File: src/rtl/cpu_ctrl_fsm.sv
// Eight-phase instruction sequencer for the ZhenCPU datapath: walks fetch/execute
// phases and decodes memory, register-load and PC strobes from phase and opcode.
module cpu_ctrl_fsm #(
  parameter int OPCODE_W   = 3,
  parameter int NUM_PHASES = 8
) (
  input  logic                clk,
  input  logic                rst,
  input  logic [OPCODE_W-1:0] opcode,
  input  logic                zero,
  output logic                sel,
  output logic                rd,
  output logic                wr,
  output logic                ld_ir,
  output logic                ld_ac,
  output logic                ld_pc,
  output logic                inc_pc,
  output logic                data_e,
  output logic                halt,
  output logic [2:0]          phase
);

  typedef enum logic [2:0] {
    INST_ADDR  = 3'd0,
    INST_FETCH = 3'd1,
    INST_LOAD  = 3'd2,
    IDLE       = 3'd3,
    OP_ADDR    = 3'd4,
    OP_FETCH   = 3'd5,
    ALU_OP     = 3'd6,
    STORE      = 3'd7
  } phase_e;

  localparam logic [2:0] OP_HLT = 3'd0;
  localparam logic [2:0] OP_SKZ = 3'd1;
  localparam logic [2:0] OP_ADD = 3'd2;
  localparam logic [2:0] OP_AND = 3'd3;
  localparam logic [2:0] OP_XOR = 3'd4;
  localparam logic [2:0] OP_LDA = 3'd5;
  localparam logic [2:0] OP_STO = 3'd6;
  localparam logic [2:0] OP_JMP = 3'd7;

  generate
    if (NUM_PHASES != 8) begin : g_bad_num_phases
      $error("cpu_ctrl_fsm: NUM_PHASES must be 8");
    end
    if (OPCODE_W < 3) begin : g_bad_opcode_w
      $error("cpu_ctrl_fsm: OPCODE_W must be at least 3");
    end
  endgenerate

  phase_e     phase_q, phase_d;
  logic       halted_q, halted_d;
  logic [2:0] op;
  logic       alu_op;

  // Only the low three opcode bits carry meaning; wider fields are truncated.
  always_comb begin
    op     = 3'(opcode);
    alu_op = (op == OP_ADD) || (op == OP_AND) || (op == OP_XOR) || (op == OP_LDA);
  end

  always_comb begin
    phase_d  = phase_q;
    halted_d = halted_q;
    if (!halted_q) begin
      phase_d = phase_e'(3'(phase_q + 3'd1));
      if (phase_q == OP_ADDR && op == OP_HLT) begin
        halted_d = 1'b1;
      end
    end
  end

  always_ff @(posedge clk) begin
    if (rst) begin
      phase_q  <= INST_ADDR;
      halted_q <= 1'b0;
    end else begin
      phase_q  <= phase_d;
      halted_q <= halted_d;
    end
  end

  // Strobes follow the current phase directly so the datapath sees them in the same cycle.
  always_comb begin
    sel    = 1'b0;
    rd     = 1'b0;
    wr     = 1'b0;
    ld_ir  = 1'b0;
    ld_ac  = 1'b0;
    ld_pc  = 1'b0;
    inc_pc = 1'b0;
    data_e = 1'b0;
    halt   = halted_q;
    if (!halted_q) begin
      unique case (phase_q)
        INST_ADDR: begin
          sel = 1'b1;
        end
        INST_FETCH: begin
          sel = 1'b1;
          rd  = 1'b1;
        end
        INST_LOAD, IDLE: begin
          sel   = 1'b1;
          rd    = 1'b1;
          ld_ir = 1'b1;
        end
        OP_ADDR: begin
          inc_pc = 1'b1;
        end
        OP_FETCH: begin
          rd = alu_op;
        end
        ALU_OP: begin
          rd     = alu_op;
          inc_pc = (op == OP_SKZ) && zero;
          ld_pc  = (op == OP_JMP);
          data_e = (op == OP_STO);
        end
        STORE: begin
          rd     = alu_op;
          ld_ac  = alu_op;
          ld_pc  = (op == OP_JMP);
          inc_pc = (op == OP_JMP);
          wr     = (op == OP_STO);
          data_e = (op == OP_STO);
        end
        default: begin
          sel = 1'b0;
        end
      endcase
    end
  end

  assign phase = phase_q;

  always_ff @(posedge clk) begin
    if (!rst) begin
      a_rd_wr_exclusive: assert (!(rd && wr));
      a_ld_pc_only_jmp:  assert (!ld_pc || op == OP_JMP);
    end
  end

endmodule

File: config.mk
export PLATFORM = sky130hd
export DESIGN_NAME = cpu_ctrl_fsm
export DESIGN_NICKNAME = d
export VERILOG_FILES = /design/src/rtl/cpu_ctrl_fsm.sv
export SDC_FILE = /design/constraint.sdc
export NUM_CORES = 1
export LEC_CHECK = 0
export CAP_MARGIN = 40
export CORE_AREA = 8 8 45 47
export DETAILED_ROUTE_END_ITERATION = 7
export DIE_AREA = 0 0 53 55
export PLACE_DENSITY_LB_ADDON = 0.15
export SLEW_MARGIN = 10
export SYNTH_ARGS = -nofsm -noshare
export SYNTH_HDL_FRONTEND = slang
export SYNTH_SLANG_ARGS = --single-unit
File: constraint.sdc
create_clock -name clk -period 1.6 [get_ports clk]
set_input_delay 0.32 -clock clk [delete_from_list [all_inputs] [get_ports clk]]
set_output_delay 0.32 -clock clk [all_outputs]
set_load 0.01 [all_outputs]
Yosys cells after proc, flatten, opt, wreduce, memory -nomap -nowiden
Index checks and enable logic that the tools add are counted.
{"block": "op_classes", "add_sub_neg": 1, "n_eq_ne": 14, "muxes": 18, "reduce_logical": 12}
{"op": "$eq 3x3->1 const B", "n": 8}
{"op": "$mux 1", "n": 16}
{"op": "$eq 3x2->1 const B", "n": 4}
{"op": "$eq 3x1->1 const B", "n": 2}
{"op": "$logic_not 3->1", "n": 2}
{"op": "$reduce_or 3->1", "n": 2}
{"op": "$reduce_or 2->1", "n": 2}
{"op": "$reduce_or 4->1", "n": 1}
{"op": "$add 3x1->3 const B", "n": 1}
{"op": "$logic_or 1x1->1", "n": 3}
{"op": "$pmux 1 s3", "n": 1}
{"op": "$logic_and 1x1->1", "n": 2}
{"op": "$pmux 1 s2", "n": 1}
{"block": "totals", "inputBits": 6, "out_inout_bits": 12, "ff_bits": 4, "elab_cells": 47}

Longest topological paths before layout
Gate-level depths: netlist (run 1).
{"block": "logic_depth", "depth_word": 6, "mapped_depth": 5, "mapped_depth_nobuf": 5}

Least setup slack after synthesis (run 1)
Ideal clock, no wire load.
{"block": "synth_timing", "path_kind": "register -> output", "from": "reg phase_q[1], in the netlist phase[1]", "to": "out rd", "required_time_ns": 1.280, "n_path_buf": 0, "setup_slack_ns": 0.068, "path_stages_with_launch": 6, "arrival_ns": 1.212, "cell_sequence": "dfxtp_1 > ha_1 > ha_1 > a211oi_1 > o22a_1 > nor2_1"}
{"block": "synth_via", "elab_chain_cells": 4, "word_cells_on_any_way": 10, "classes_between": "eq/ne (6); mux (2); reduce/logical (2)"}
{"item": "from (decl)", "line": "52", "rtl": "phase_e phase_q, phase_d;"}
{"item": "from (signal assigned)", "line": "79", "rtl": "phase_q <= phase_d;"}
{"item": "$eq 3x3->1 (tied with other cells)", "line": "96", "rtl": "unique case (phase_q)"}
{"item": "$reduce_or 3->1 (no line)"}
{"item": "$pmux 1 s2 (*)", "line": "96"}
{"item": "$mux 1 (*)", "line": "95", "rtl": "if (!halted_q) begin"}
{"item": "to (decl)", "line": "12", "rtl": "output logic rd,"}
Every way passes the cells marked *; elsewhere a longest branch is shown, timed or not.

Final worst setup path (run 1)
Ends and elaborated chain as after synthesis.

==> qor.yml, run 1 <==
slew-limit-headroom_pct: 87.4
p_leak_nw: 0.387
place_hpwl_um: 872
p_sw_mw: 0.131
grt_use_total_pct: 8.74
clockRootBuffer: "clkbuf_4"
wl_per_cell_um: 12.3
worstMarginPinSlew_ps: 187
routed_wl_mm: 1.19
synth-seq-area-share_pct: 24.3
outcome: "finished with violations"
syn_area_per_cell_um2: 7.65
multiInputGateArea_um2: 310
die_w_um: 53
grt_pass1_vias: 426
regArea_um2: 90.1
finalCritPeriodShare_pct: 107
cts_tree: "yes"
fillers: 138
ys_seq_elements: 4
cp_data_arrival_time_ps: 1390
internal_power_mw: 0.310
gp_congestion: 0.753
drive_above_1_share_pct: 55.6
worst-setup-path-type: "register to output pin"
drc: 0
setup_violations: 5
fin_util_pct: 55.7
fmax_mhz: 584
power_frac_seq_pct: 27.7
grt_pass1_wl_mm: 1.80
startpoint_type: "register"
setup_slack_ps: -113
diodes: 0
combPwrFrac_pct: 44.6
die_area_mm2: 0.00292
clockBufferDepth: 2
netSwitchingFraction_pct: 29.6
antenna_found_initial: 0
area_growth_pct: 134
power_mw: 0.441
syn_nets: 54
yosysUniqueCellTypes: 20
grt_max_degree: 7
violations: "negative setup slack"
fin_crit_ps: 1710
grt_setup_unrepaired: "yes"
syn_area_um2: 329
first_pass_iters: 3
portBuffers: 17
num_rows: 14
via_count: 412
insertion_delay_ps: 230
power_density_mw_per_mm2: 573
htreeDepth: 1
pwr-share-clk_pct: 27.6
cts.clk_slew.worst_paths_ps: 30
start_util_pct: 23.8
worst_ir_drop_vdd_mv: 0.427
pre_cts_slack_ps: -527
tns_ps: -358
max_cap_viol_count: 0
crit_fanout: 4
end_kind: "output pin"
nets: 94
drv_slew: 0
cts_made_buffers: 3
coreArea_mm2: 0.00138
ios: 18
fin_skew_ps: 2.02
yosys_warnings: 0
dieHeight_um: 55
grt_overflow: 0
whs_ps: 647
syn_inst: 43
final-hold-violation-count: 0
hold_class: "register to register"
cp_data_required_time_ps: 1280
postRouteAntennaNets: 0
cts.sinks: 4
routed_via_density: 4.25
drtIter0Drc: 3
final timing paths:
path                               start        to  slack (ps)  depth (start not counted)
worst max-delay path            phase[1]        rd        -110                          6
worst min-delay path            phase[0]  phase[0]         650                          3
worst max register to register  phase[1]      halt         410                          6
worst min register to register  phase[0]  phase[0]         650                          3
cells in the mapped netlist:
master / instances / area (um2)
a21oi_1: 1 / 5.00
inv_1: 3 / 11.3
a41oi_1: 1 / 8.76
xor2_1: 1 / 8.76
xnor2_1: 1 / 8.76
dfxtp_1: 4 / 80.1
ha_1: 5 / 62.6
nor2b_1: 1 / 6.26
mux2i_1: 2 / 20.0
a31oi_1: 1 / 6.26
a211oi_1: 1 / 7.51
nor2_1: 11 / 41.3
a21o_1: 1 / 7.51
nand4_1: 2 / 12.5
nand2b_1: 1 / 6.26
clkbuf_2: 1 / 5.00
nor3_1: 2 / 10.0
nand2_1: 2 / 7.51
buf_2: 1 / 5.00
o22a_1: 1 / 8.76
per-layer routing:
layer,track usage [%],vias to the layer above,part of all wire [%]
li1,-,221,-
met1,7.28,171,37
met2,16.4,16,50
met3,2.67,4,9.9
met4,7.76,0,2.3
met5,0,-,0
per-stage QoR:
stage,instance area [um2],instances
after detailed placement,644,92
final,771,97
after global placement,644,92
after CTS,711,96
after global routing,771,97
after floorplan,329,43
registers in the layout (all words and copies together) (netlist names):
name and count:
halt 1, phase 3
power by group through the flow:
stage	clock network (mW)	registers, mW	logic, mW
final	0.122	0.122	0.197
after global routing	0.137	0.124	0.215
after CTS	0.130	0.121	0.179
after detailed placement	0	0.119	0.170
after global placement	0	0.119	0.170
after floorplan	0	0.121	0.0588
critical path, cell delays in order, from the launching register on:
cell and delay (ps):
dfxtp_4 360, buf_12 130, ha_4 150, a211oi_2 200, o22a_1 160, nor2_1 30, buf_2 130
cell families (layout without fill, tap and decap cells):
| kind of cell | Yosys count | after routing | share of synthesized area [%] |
|---|---|---|---|
| AO/OA/AOI/OAI | 6 | 6 | 13.3 |
| XOR/XNOR | 2 | 2 | 5.32 |
| adder cells (fa/ha/maj) | 5 | 5 | 19.0 |
| buffers and inverters | 5 | 43 | 6.46 |
| flip-flops | 4 | 4 | 24.3 |
| multiplexers | 2 | 2 | 6.08 |
| AND/OR/NAND/NOR | 19 | 19 | 25.5 |
repair_timing:
item / in CTS / in global routing
buffers inserted: 1 / 1
hold buffers: 0 / 0
setup endpoints to repair: 11 / 9
resized for setup: 44 / 12
pin swaps: 2 / 4
cell usage in the layout (no fill, tap or decap), types with 2 or more instances in the layout:
| cell type | count |
|---|---|
| ha_4 | 5 |
| nand4_1 | 2 |
| clkbuf_4 | 3 |
| inv_2 | 2 |
| dlygate4sd2_1 | 4 |
| clkdlybuf4s15_2 | 2 |
| buf_4 | 18 |
| dlymetal6s2s_1 | 3 |
| clkdlybuf4s50_1 | 3 |
| nand2_1 | 2 |
| nor2_1 | 10 |
| dfxtp_2 | 2 |
| mux2i_1 | 2 |
| buf_2 | 5 |
| dfxtp_4 | 2 |
layout make-up:
type                       count  share of cell area (%)
inverter                       3                    1.46
sequential                     4                    11.7
timing repair buffer          37                    41.1
tap                           16                    2.60
clock buffer                   3                    2.92
multi-input combinational     34                    40.3
Note: power is estimated with default switching activity, not from simulation.
==> inputs of run 2 (changes only) <==
--- a/config.mk
+++ b/config.mk
@@ -10,6 +10,7 @@
 export DETAILED_ROUTE_END_ITERATION = 7
 export DIE_AREA = 0 0 53 55
 export PLACE_DENSITY_LB_ADDON = 0.15
+export REMOVE_ABC_BUFFERS = 1
 export SLEW_MARGIN = 10
 export SYNTH_ARGS = -nofsm -noshare
 export SYNTH_HDL_FRONTEND = slang
==> run 2 against run 1 <==
Against the previous run:
- the run still ends with negative setup slack left
- sequential share of layout area increased by 1.5 points
- non-clock buffer count fell by 4
- global-route usage shrank 1.0 points
- die area unchanged
- flip-flop and latch count did not move
==> qor.yml, run 2 (synthesized netlist as in run 1, its figures left out) <==
clockRootBuffer: "clkbuf_4"  # unchanged
grt_pass1_vias: 425  # was 426
fin_crit_ps: 1720  # was 1710 ps
fillers: 153  # was 138
worst_ir_drop_vdd_mv: 0.459  # was 0.427 mV
coreArea_mm2: 0.00138  # unchanged
die_area_mm2: 0.00292  # unchanged
p_leak_nw: 0.339  # was 0.387 nW
portBuffers: 17  # unchanged
grt_max_degree: 9  # was 7
cts.sinks: 4  # unchanged
violations: "negative setup slack"  # unchanged
drtIter0Drc: 0  # was 3
power_density_mw_per_mm2: 608  # was 573 mW/mm2
crit_fanout: 5  # was 4
clockBufferDepth: 2  # unchanged
area_growth_pct: 105  # was 134%
whs_ps: 618  # was 647 ps
wl_per_cell_um: 10.8  # was 12.3 um
grt_pass1_wl_mm: 1.70  # was 1.80 mm
drive_above_1_share_pct: 48.1  # was 55.6%
cts_tree: "yes"  # unchanged
cp_data_arrival_time_ps: 1400  # was 1390 ps
die_w_um: 53  # unchanged
critical-path-max-stage-delay_ps: 350  # was 360 ps
max_cap_viol_count: 0  # unchanged
slew-limit-headroom_pct: 86.4  # was 87.4%
regArea_um2: 88.8  # was 90.1 um2
setup_slack_ps: -120  # was -113 ps
worstMarginPinSlew_ps: 201  # was 187 ps
dpl_cell_area_um2: 629  # was 644 um2
drv_slew: 0  # unchanged
ios: 18  # unchanged
grt_overflow: 0  # unchanged
place_hpwl_um: 822  # was 872 um
postRouteAntennaNets: 0  # unchanged
diodes: 0  # unchanged
finalCritPeriodShare_pct: 107  # about the same
hold_class: "register to register"  # unchanged
first_pass_iters: 1  # was 3
routed_wl_mm: 1.00  # was 1.19 mm
dieHeight_um: 55  # unchanged
gp_congestion: 0.751  # was 0.753
fin_util_pct: 48.6  # was 55.7%
power_mw: 0.410  # was 0.441 mW
via_count: 412  # unchanged
cpLargestDelayFamily: "flip-flops"  # unchanged
fin_skew_ps: 1.13  # was 2.02 ps
critPathSlowestCell: "dfxtp_4"  # unchanged
design_area_um2: 673  # was 771 um2
path_cells: "ha_2 -> ha_4 -> a211oi_2 -> o22a_1 -> nor2_1 -> buf_2"  # was buf_12 -> ha_4 -> a211oi_2 -> o22a_1 -> nor2_1 -> buf_2
largest_register_ffs: 3  # unchanged
fmax_mhz: 582  # was 584 MHz
routed_via_density: 4.43  # was 4.25
final-hold-violation-count: 0  # unchanged
reg2reg_depth: 5  # was 6
min_path_cells: 3  # unchanged
layout_commonest_cell: "buf_4"  # unchanged
worst-setup-path-type: "register to output pin"  # unchanged
antenna_found_initial: 0  # unchanged
path_depth: 6  # unchanged
num_rows: 14  # unchanged
setup_violations: 3  # was 5
cts_made_buffers: 3  # unchanged
crit_buf_inv: 1  # was 2
start_util_pct: 23.8  # unchanged
final_cell_mix: "buf_4, nor2_1, dlygate4sd2_1, clkdlybuf4s50_1, buf_2"  # was buf_4, nor2_1, ha_4, buf_2, dlygate4sd2_1
tns_ps: -165  # was -358 ps
htreeDepth: 1  # unchanged
cp_data_required_time_ps: 1280  # about the same
drc: 0  # unchanged
nets: 90  # was 94
grt_use_total_pct: 7.70  # was 8.74%
end_kind: "output pin"  # unchanged
multiInputGateArea_um2: 270  # was 310 um2
grt_setup_unrepaired: "yes"  # unchanged
insertion_delay_ps: 230  # about the same
startpoint_type: "register"  # unchanged
cts.clk_slew.worst_paths_ps: 40  # was 30 ps
outcome: "finished with violations"  # unchanged
[run 2: final timing paths]
path / start / end / slack (ps)
worst max-delay path: phase[1] / rd / -120
worst max register to register: phase[0] / halt / 530
worst min-delay path: phase[0] / phase[0] / 620
worst min register to register: phase[0] / phase[0] / 620
[run 2: tightest hold or removal path, cell delays in order, from the launching register on]
cell	delay, ps
dfxtp_2	340
buf_4	120
xor2_1	50
nor2_1	70
[run 2: layout make-up]
class                      count  share of cell area [%]
inverter                       3                    1.67
multi-input combinational     34                    40.1
clock buffer                   3                    3.35
timing repair buffer          33                    38.7
sequential                     4                    13.2
tap                           16                    2.97
[run 2: metal layers]
| metal | vias up | part of all wire (%) | GRT usage (%) |
|---|---|---|---|
| met2 | 12 | 48 | 12.5 |
| met4 | 0 | 1.7 | 5.17 |
| li1 | 214 | - | - |
| met5 | - | 0 | 0 |
| met3 | 2 | 6.1 | 2.14 |
| met1 | 184 | 44 | 8.65 |
[run 2: repair_timing]
| item | CTS | global route |
|---|---|---|
| resized for setup | 39 | 7 |
| buffers inserted | 0 | 0 |
| endpoints found under the setup margin | 11 | 8 |
| hold buffers | 0 | 0 |
| pin swaps | 3 | 4 |
| cloned | 0 | 0 |
[run 2: stage by stage]
step / setup slack (ps) / instances
2_1_floorplan: 53.6 / 41
3_3_place_gp: -500 / 90
3_5_place_dp: -506 / 90
4_1_cts: -146 / 93
5_1_grt: -201 / 93
6_report: -120 / 93
[run 2: power by group]
group / switching, mW / internal (mW)
clock network: 0.0390 / 0.0837
logic: 0.0687 / 0.0994
registers: 0.0103 / 0.108
total: 0.118 / 0.292
==> inputs of run 3 (changes only) <==
--- a/config.mk
+++ b/config.mk
@@ -6,12 +6,13 @@
 export NUM_CORES = 1
 export LEC_CHECK = 0
 export CAP_MARGIN = 40
-export CORE_AREA = 8 8 45 47
+export CORE_AREA = 5 5 42 44
 export DETAILED_ROUTE_END_ITERATION = 7
-export DIE_AREA = 0 0 53 55
+export DIE_AREA = 0 0 47 49
 export PLACE_DENSITY_LB_ADDON = 0.15
 export REMOVE_ABC_BUFFERS = 1
 export SLEW_MARGIN = 10
 export SYNTH_ARGS = -nofsm -noshare
 export SYNTH_HDL_FRONTEND = slang
 export SYNTH_SLANG_ARGS = --single-unit
+export TNS_END_PERCENT = 1
==> run 3 against run 2 <==
Against the previous run:
- the run still ends with negative setup slack left
- via count fell by 0.97%
- global-route usage rose by 2.3 points
- clock power barely moved
- wire length fell by 0.30%
- critical endpoint unchanged
- highest routed layer is now met3
==> qor.yml, run 3 (synthesized netlist as in run 1, its figures left out) <==
fillers: 147  # was 153
final-hold-violation-count: 0  # unchanged
layout_commonest_cell: "buf_4"  # unchanged
cp_data_arrival_time_ps: 1370  # was 1400 ps
grt_overflow: 0  # unchanged
die_w_um: 47  # was 53 um
crit_fanout: 5  # unchanged
worst_ir_drop_vdd_mv: 0.382  # was 0.459 mV
diodes: 0  # unchanged
cts.clk_slew.worst_paths_ps: 40  # about the same
finalCritPeriodShare_pct: 106  # was 107%
grt_max_degree: 6  # was 9
drive_above_1_share_pct: 53.8  # was 48.1%
max_cap_viol_count: 0  # unchanged
first_pass_iters: 2  # was 1
fin_util_pct: 52.9  # was 48.6%
cts_made_buffers: 3  # unchanged
clockBufferDepth: 2  # unchanged
area_growth_pct: 125  # was 105%
portBuffers: 17  # unchanged
insertion_delay_ps: 230  # about the same
drtIter0Drc: 2  # was 0
clockRootBuffer: "clkbuf_4"  # unchanged
power_density_mw_per_mm2: 579  # was 608 mW/mm2
gp_congestion: 0.726  # was 0.751
htreeDepth: 1  # unchanged
outcome: "finished with violations"  # unchanged
wl_per_cell_um: 10.4  # was 10.8 um
fin_skew_ps: 2.51  # was 1.13 ps
setup_violations: 2  # was 3
ios: 18  # unchanged
p_leak_nw: 0.391  # was 0.339 nW
grt_pass1_wl_mm: 1.70  # unchanged
drv_slew: 0  # unchanged
routed_via_density: 4.25  # was 4.43
grt_setup_unrepaired: "yes"  # unchanged
cts.sinks: 4  # unchanged
coreArea_mm2: 0.00140  # was 0.00138 mm2
fin_crit_ps: 1690  # was 1720 ps
dieHeight_um: 49  # was 55 um
worst-setup-path-type: "register to output pin"  # unchanged
via_count: 408  # was 412
num_rows: 14  # unchanged
start_util_pct: 23.5  # was 23.8%
multiInputGateArea_um2: 300  # was 270 um2
instances_no_fill: 96  # was 93
cts_tree: "yes"  # unchanged
tns_ps: -162  # was -165 ps
routed_wl_um: 999  # was 1.00 mm
end_kind: "output pin"  # unchanged
regArea_um2: 92.6  # was 88.8 um2
place_hpwl_um: 817  # was 822 um
dp_cells: 93  # was 90
slew-limit-headroom_pct: 88.3  # was 86.4%
fmax_mhz: 590  # was 582 MHz
cts_setup_buffers: 0  # unchanged
largest_register_ffs: 3  # unchanged
grt_use_total_pct: 9.99  # was 7.70%
drc: 0  # unchanged
nets: 93  # was 90
postRouteAntennaNets: 0  # unchanged
grt_pass1_vias: 416  # was 425
final_cell_mix: "buf_4, nor2_1, ha_4, buf_2, dlymetal6s2s_1"  # was buf_4, nor2_1, dlygate4sd2_1, clkdlybuf4s50_1, buf_2
die_area_mm2: 0.00230  # was 0.00292 mm2
antenna_found_initial: 0  # unchanged
cp_data_required_time_ps: 1280  # about the same
setup_slack_ps: -94.0  # was -120 ps
hold_buffers: 0  # unchanged
startpoint_type: "register"  # unchanged
hold_class: "register to register"  # unchanged
violations: "negative setup slack"  # unchanged
worstMarginPinSlew_ps: 175  # was 201 ps
[run 3: changes by cell type in the layout (fill, tap and decap cells not counted), moves of 2 or more]
| cell | before | now |
|---|---|---|
| buf_4 | 16 | 18 |
| ha_4 | 2 | 5 |
| ha_2 | 3 | 0 |
| dlymetal6s2s_1 | 2 | 4 |
[run 3: layout make-up]
cell class | instances | share of cell area [%]
inverters | 3 | 1.52
repair buffers | 36 | 39.7
multi-input cells | 34 | 40.5
flip-flops and latches | 4 | 12.5
clock buffers | 3 | 3.04
well taps | 16 | 2.70
[run 3: per-stage QoR]
| step | power, mW | setup slack (ps) | cell area [um2] | hold slack, ps |
|---|---|---|---|---|
| after global placement | 0.296 | -518 | 652 | 667 |
| after floorplan | 0.179 | 53.6 | 319 | 392 |
| after detailed placement | 0.296 | -543 | 652 | 670 |
| after global routing | 0.470 | -174 | 741 | 689 |
| after CTS | 0.423 | -156 | 674 | 636 |
| final | 0.429 | -94.0 | 741 | 639 |
[run 3: path summary, 6_finish.rpt]
path	start	endpoint	slack (ps)	cells after the start
max reg2reg	phase[1]	halt	410	6
min	phase[2]	phase[2]	640	3
min reg2reg	phase[2]	phase[2]	640	3
max	phase[1]	rd	-90	6
[run 3: worst max-delay path, cell delays in order, from the launching register on]
cell      delay (ps)
dfxtp_4          360
buf_6            120
ha_4             150
a211oi_2         200
o22a_1           150
nor2_1            30
buf_2            130
[run 3: what timing repair did]
action / in CTS / in global routing
pin swaps: 2 / 4
endpoints found under the setup margin: 12 / 9
gates resized for setup: 36 / 20
[run 3: power by group]
group          leakage (nW)  switching (mW)  internal (mW)
clock network        0.0138          0.0382         0.0837
logic                 0.342          0.0742          0.111
registers            0.0353          0.0138          0.108
total                 0.391           0.126          0.302
[run 3: metal layers]
metal | vias up | track usage [%] | share of wire [%]
met3 | 0 | 2.58 | 8.5
li1 | 221 | - | -
met5 | - | 0 | 0
met1 | 174 | 11.8 | 43
met4 | 0 | 6.45 | 0
met2 | 13 | 15.2 | 48
